### config.mk
export PLATFORM = sky130hd
export DESIGN_NAME = writeback_arbiter
export DESIGN_NICKNAME = d
export VERILOG_FILES = /design/src/rtl/cpu_pkg.sv /design/src/rtl/writeback_arbiter_if.sv /design/src/rtl/wb_fifo.sv /design/src/rtl/writeback_arbiter.sv
export SDC_FILE = /design/constraint.sdc
export NUM_CORES = 1
export LEC_CHECK = 0
export CORE_MARGIN = 4
export CORE_UTILIZATION = 50
export CTS_CLUSTER_DIAMETER = 40
export DETAILED_ROUTE_END_ITERATION = 8
export GPL_ROUTABILITY_DRIVEN = 0
export PLACE_DENSITY = 0.8
export SETUP_SLACK_MARGIN = 0.5
export SLEW_MARGIN = 40
export SYNTH_ARGS = -nofsm -noshare
export SYNTH_HDL_FRONTEND = slang
export SYNTH_HIERARCHICAL = 1
export SYNTH_SLANG_ARGS = --single-unit
### constraint.sdc
create_clock -name clk -period 3.71 [get_ports clk]
set_input_delay 0.742 -clock clk [delete_from_list [all_inputs] [get_ports clk]]
set_output_delay 0.742 -clock clk [all_outputs]
set_load 0.01 [all_outputs]
### src/rtl/cpu_pkg.sv
// Shared CPU constants and the write-back queue occupancy encoding.
package cpu_pkg;

  localparam int CPU_DATA_W     = 16;
  localparam int CPU_REG_ADDR_W = 5;

  // Occupancy of the 2-entry load queue; the encoding doubles as the count.
  typedef enum logic [1:0] {
    EMPTY = 2'd0,
    ONE   = 2'd1,
    FULL  = 2'd2
  } fifo_state_e;

endpackage

### src/rtl/writeback_arbiter_if.sv
// Valid/ready result channel carrying a destination register index and data.
interface writeback_arbiter_if
  import cpu_pkg::*;
#(
  parameter int DATA_W = CPU_DATA_W,
  parameter int ADDR_W = CPU_REG_ADDR_W
);

  logic              valid;
  logic              ready;
  logic [ADDR_W-1:0] rd;
  logic [DATA_W-1:0] data;

  modport master (output valid, rd, data, input ready);
  modport slave  (input valid, rd, data, output ready);

endinterface

### src/rtl/wb_fifo.sv
// Two-entry in-order queue for load results; head is always slot 0.
module wb_fifo
  import cpu_pkg::*;
#(
  parameter int DATA_W = CPU_DATA_W,
  parameter int ADDR_W = CPU_REG_ADDR_W
) (
  input  logic                clk,
  input  logic                rst_n,
  writeback_arbiter_if.slave  push_bus,
  input  logic                pop_i,
  output logic [1:0]          count_o,
  output logic [ADDR_W-1:0]   head_rd_o,
  output logic [DATA_W-1:0]   head_data_o
);

  fifo_state_e state_q, state_d;
  logic [ADDR_W+DATA_W-1:0] mem_q [2];
  logic push, pop;

  assign push_bus.ready = (state_q != FULL);
  assign push           = push_bus.valid && push_bus.ready;
  assign pop            = pop_i && (state_q != EMPTY);

  assign count_o     = state_q;
  assign head_rd_o   = mem_q[0][ADDR_W+DATA_W-1:DATA_W];
  assign head_data_o = mem_q[0][DATA_W-1:0];

  always_comb begin
    // NOTE: default first so every path assigns state_d and no latch is inferred.
    state_d = state_q;
    unique case ({push, pop})
      2'b10:   state_d = (state_q == EMPTY) ? ONE : FULL;
      2'b01:   state_d = (state_q == FULL) ? ONE : EMPTY;
      default: state_d = state_q;
    endcase
  end

  // NOTE: non-blocking assignments for all flops so every register samples pre-edge values.
  always_ff @(posedge clk or negedge rst_n) begin
    if (!rst_n) state_q <= EMPTY;
    else        state_q <= state_d;
  end

  // NOTE: storage is not reset; an entry is only read after a push has written it.
  always_ff @(posedge clk) begin
    if (pop) begin
      mem_q[0] <= push ? {push_bus.rd, push_bus.data} : mem_q[1];
    end else if (push) begin
      mem_q[state_q[0]] <= {push_bus.rd, push_bus.data};
    end
  end

endmodule

### src/rtl/writeback_arbiter.sv
// Merges the non-stallable ALU result port and the load port onto one register-file write port.
module writeback_arbiter
  import cpu_pkg::*;
#(
  parameter int DATA_W = CPU_DATA_W,
  parameter int ADDR_W = CPU_REG_ADDR_W
) (
  input  logic              clk,
  input  logic              reset,
  input  logic              alu_valid,
  input  logic [ADDR_W-1:0] alu_rd,
  input  logic [DATA_W-1:0] alu_data,
  input  logic              mem_valid,
  input  logic [ADDR_W-1:0] mem_rd,
  input  logic [DATA_W-1:0] mem_data,
  output logic              mem_ready,
  output logic [ADDR_W-1:0] Rd,
  output logic [DATA_W-1:0] Write_data,
  output logic              RegWrite,
  output logic              overflow
);

  writeback_arbiter_if #(.DATA_W(DATA_W), .ADDR_W(ADDR_W)) fifo_bus ();

  logic [1:0]        fifo_count;
  logic              fifo_pop;
  logic [ADDR_W-1:0] head_rd;
  logic [DATA_W-1:0] head_data;

  logic              regwrite_q, regwrite_d;
  logic [ADDR_W-1:0] rd_q, rd_d;
  logic [DATA_W-1:0] data_q, data_d;
  logic              overflow_q, overflow_d;

  wb_fifo #(.DATA_W(DATA_W), .ADDR_W(ADDR_W)) u_fifo (
    .clk         (clk),
    .rst_n       (reset),
    .push_bus    (fifo_bus.slave),
    .pop_i       (fifo_pop),
    .count_o     (fifo_count),
    .head_rd_o   (head_rd),
    .head_data_o (head_data)
  );

  assign fifo_bus.rd   = mem_rd;
  assign fifo_bus.data = mem_data;
  assign mem_ready     = fifo_bus.ready;

  // ALU wins outright; otherwise the queue head goes first, and a load only bypasses an empty queue.
  always_comb begin
    regwrite_d     = 1'b0;
    rd_d           = rd_q;
    data_d         = data_q;
    fifo_bus.valid = 1'b0;
    fifo_pop       = 1'b0;
    if (alu_valid) begin
      regwrite_d     = 1'b1;
      rd_d           = alu_rd;
      data_d         = alu_data;
      fifo_bus.valid = mem_valid;
    end else if (fifo_count == 2'd0) begin
      if (mem_valid) begin
        regwrite_d = 1'b1;
        rd_d       = mem_rd;
        data_d     = mem_data;
      end
    end else begin
      regwrite_d     = 1'b1;
      rd_d           = head_rd;
      data_d         = head_data;
      fifo_pop       = 1'b1;
      fifo_bus.valid = mem_valid;
    end
    overflow_d = overflow_q | (mem_valid & ~mem_ready);
  end

  always_ff @(posedge clk or negedge reset) begin
    if (!reset) begin
      regwrite_q <= 1'b0;
      rd_q       <= '0;
      data_q     <= '0;
      overflow_q <= 1'b0;
    end else begin
      regwrite_q <= regwrite_d;
      rd_q       <= rd_d;
      data_q     <= data_d;
      overflow_q <= overflow_d;
    end
  end

  assign RegWrite   = regwrite_q;
  assign Rd         = rd_q;
  assign Write_data = data_q;
  assign overflow   = overflow_q;

endmodule

==> results.md <==
- Status: completed
- Main combinational cell family by area after synthesis: compound AO/OA/AOI/OAI gates
- Largest net degree at the start of global routing: 44
- Final Cycle Share: 75.8%
- Clock Path Buffers: 2
- Setup TNS Final: 0 ns
- Global route overflow: 0
- CP Capture Type: flip-flop
- Min-Delay Path Depth: 1
- Slew headroom: 53.1%
- Most frequent cells in the layout: clkdlybuf4s50_1 (69), edfxtp_1 (42), dfrtp_1 (25)
- Final setup violation count: 0
- CP bufs+invs: 2
- Clk network pwr share: 17.9%
- # IOs: 70
- YS warnings: 6
- Crit path cell chain: clkdlybuf4s50_1, or3_1, and2_1, and2_1, ha_1, a21oi_4, buf_4, mux2_2
- Die height: 85.8 um
- Root Buffer Master: clkbuf_8
- Synth unique cells: 27
- Sw Share: 32.7%
- Power Internal: 1.86 mW
- Final Critical Period: 2.81 ns
- Initial antenna violation count: 0
- Simple-gate share of the synthesized area: 8.73%
- Vias in the first global route: 2322
- Starting Density: 51.4%
- First-pass GRT wire length: 11200 um
- Register area: 1890 um^2
- Final non-filler cell total: 399
- Post-synthesis compound-gate area fraction: 14.8%
- I/O Buffers: 69
- Routed wire length: 7040 um
- Worst path required time: 3.79 ns
- Met3 Usage GRT: 4.03%
- FMAX: 355 MHz
- CP max-delay cell: clkdlybuf4s50_1
- Sink Count: 67
- PnR worst setup slack: 0.896 ns
- WP data arrival: 2.90 ns
- Final-layout fill cell count: 433
- DR iter-0 viols: 140
- Syn Inst Count: 244
- Post-route ant nets: 0
- Grt met1 use: 24.2%
- Max-cap check violation count: 0
- ANT cells: 0
- Die Span X: 85.8 um
- Logic pwr share: 37.7%
- Fin. max-slew vios: 0
- #FFs+latches synth: 67
- Reg-to-reg endpoint: u_fifo/mem_q[0][9]$_DFFE_PP_
- TritonRoute pass-1 iters: 5
- Pwr Density: 700 nW/um^2
- Routed WL per cell: 17.7 um
- CP Launch Point: alu_valid
- Worst setup path category: input port to flip-flop
- Worst IR Drop VDD: 332 uV
- Core area: 5890 um^2
- Clock-pin transition on the worst setup and hold timing paths: 0.07 ns
- Placed Cells: 383
- Post-cts hold buffer count: 0
- Psw: 0.903 mW
- Mux cell area share after synthesis: 7.82%
- Most used cell, CP: and2_1
- Commonest non-fill, non-tap cell in the layout: clkdlybuf4s50_1
- Top Usage Layer GRT: met2
- Worst-margin pin slew: 0.704 ns
- Leak pwr: 1.51 nW
- Routed via count: 2237
- CTS Buf Count: 9
- Area grow syn2layout: 30.8%
- Mean post-synth cell area: 12.4 um^2
- Tot GR Track Use: 20.0%
- Hold_sp: overflow$_DFF_PN0_
- CP Max Fanout: 13
- CTS tree: yes
- Htree depth: 3
- Reg2reg start: u_fifo/count_o[1]$_DFFE_PN0P_
- Sequential fraction of the synthesis area: 62.4%
- Sequential share of power: 44.4%
- CP top delay family: simple AND/OR/NAND/NOR gates
- R2r setup slk: 1.04 ns
- Xor/xnor share of the synthesized area: 0.290%
- Worst Reg-to-Reg Cells: 7
- DIE AREA: 7350 um^2
- Post-DP HPWL: 4780 um
- Hold_ws: 0.459 ns
- Share of layout cells above drive strength 1: 14.2%
- Resized Gates After CTS: 0
- Final net count: 368
- Row Count: 28
- Worst Hold Class: flip-flop to flip-flop
- CP startpoint kind: input port
- Setup Skew: 0.00655 ns
- Post-CTS Setup Bufs: 0
- Max incr delay on CP: 0.43 ns
- DR vias/cell: 5.61
- Grt met2 use: 34.8%
- Area of the multi-input gates: 997 um^2
- WHS Endpoint: overflow$_DFF_PN0_
- RSZ-0062 raised after global routing: no
- Final hold violation count: 0
- Cell Area, Synth: 3020 um^2
- Clock Latency Late Sink: 0.34 ns
- Adder-cell share of the synthesized area: 1.24%
- DRC: 0
- Pre-CTS setup slack: 0.591 ns
- Final core occ: 67.2%
- Synth Net Count: 293
[state kept, by name, indices dropped and copies added, names as in the netlist]
signal          cells
u_fifo/mem_q       42
Write_data         16
Rd                  5
u_fifo/count_o      2
RegWrite            1
overflow            1
[logic make-up after synthesis]
group,after synthesis
AOI/OAI and AO/OA,67
DFF,67
and+or+nand+nor,56
buffers and inverters,29
muxes,21
adders and majority gates,3
xor gates and xnor gates,1
[how the worst max path moves through the flow]
stage,to,slack (ns),cells past startpoint
finish,u_fifo/mem_q[0][9]$_DFFE_PP_,0.90,8
global route,u_fifo/mem_q[0][6]$_DFFE_PP_,0.84,8
CTS,u_fifo/mem_q[0][9]$_DFFE_PP_,0.92,8
detailed placement,u_fifo/mem_q[1][6]$_DFFE_PP_,0.59,8
global placement,u_fifo/mem_q[1][18]$_DFFE_PP_,0.65,8
floorplan,u_fifo/mem_q[1][0]$_DFFE_PP_,0.53,8
[synthesized netlist by cell type]
library cell / n / area [um^2]
o22a_1: 9 / 78.8
buf_4: 2 / 15.0
and2_1: 2 / 12.5
or3_1: 1 / 6.26
inv_1: 13 / 48.8
dfrtp_1: 25 / 626
nor3_1: 1 / 5.00
ha_1: 3 / 37.5
clkbuf_1: 9 / 33.8
nand2b_4: 1 / 13.8
o21ai_0: 19 / 95.1
a21oi_1: 11 / 55.1
nand2_1: 22 / 82.6
mux2_2: 21 / 236
nor2b_1: 12 / 75.1
nor2_1: 15 / 56.3
o21a_1: 1 / 7.51
o31ai_1: 12 / 90.1
a21oi_4: 1 / 16.3
buf_2: 2 / 10.0
edfxtp_1: 42 / 1260
a211oi_1: 12 / 90.1
or2_0: 1 / 6.26
a21o_1: 2 / 15.0
buf_6: 3 / 33.8
or2_1: 1 / 6.26
xor2_1: 1 / 8.76
[power groups by stage]
stage / clock (mW) / sequential [mW] / combinational [mW]
finish: 0.496 / 1.23 / 1.04
global route: 0.530 / 1.26 / 1.13
CTS: 0.499 / 1.23 / 1.05
detailed placement: 0 / 1.24 / 1.05
global placement: 0 / 1.24 / 1.00
floorplan: 0 / 1.24 / 0.598
[layer usage]
layer	share of wire, %	routed length, um
met4	2.3	159
met2	52	3640
met5	0	0
met1	41	2890
met3	5.0	353
[area by class of cell]
cell class	count	area share [%]
flip-flops and latches	67	47.7
multi-input cells	148	25.2
repair buffers	80	19.6
clock buffers	12	3.42
well taps	75	2.37
inverters	13	1.23
clock inverters	4	0.443
[metrics by stage]
stage               total power, mW  instance area [um^2]
floorplan                      1.84                  3020
global placement               2.24                  3800
detailed placement             2.29                  3800
CTS                            2.78                  3950
global route                   2.91                  3950
finish                         2.77                  3950
(Power assumes the default switching activity.)
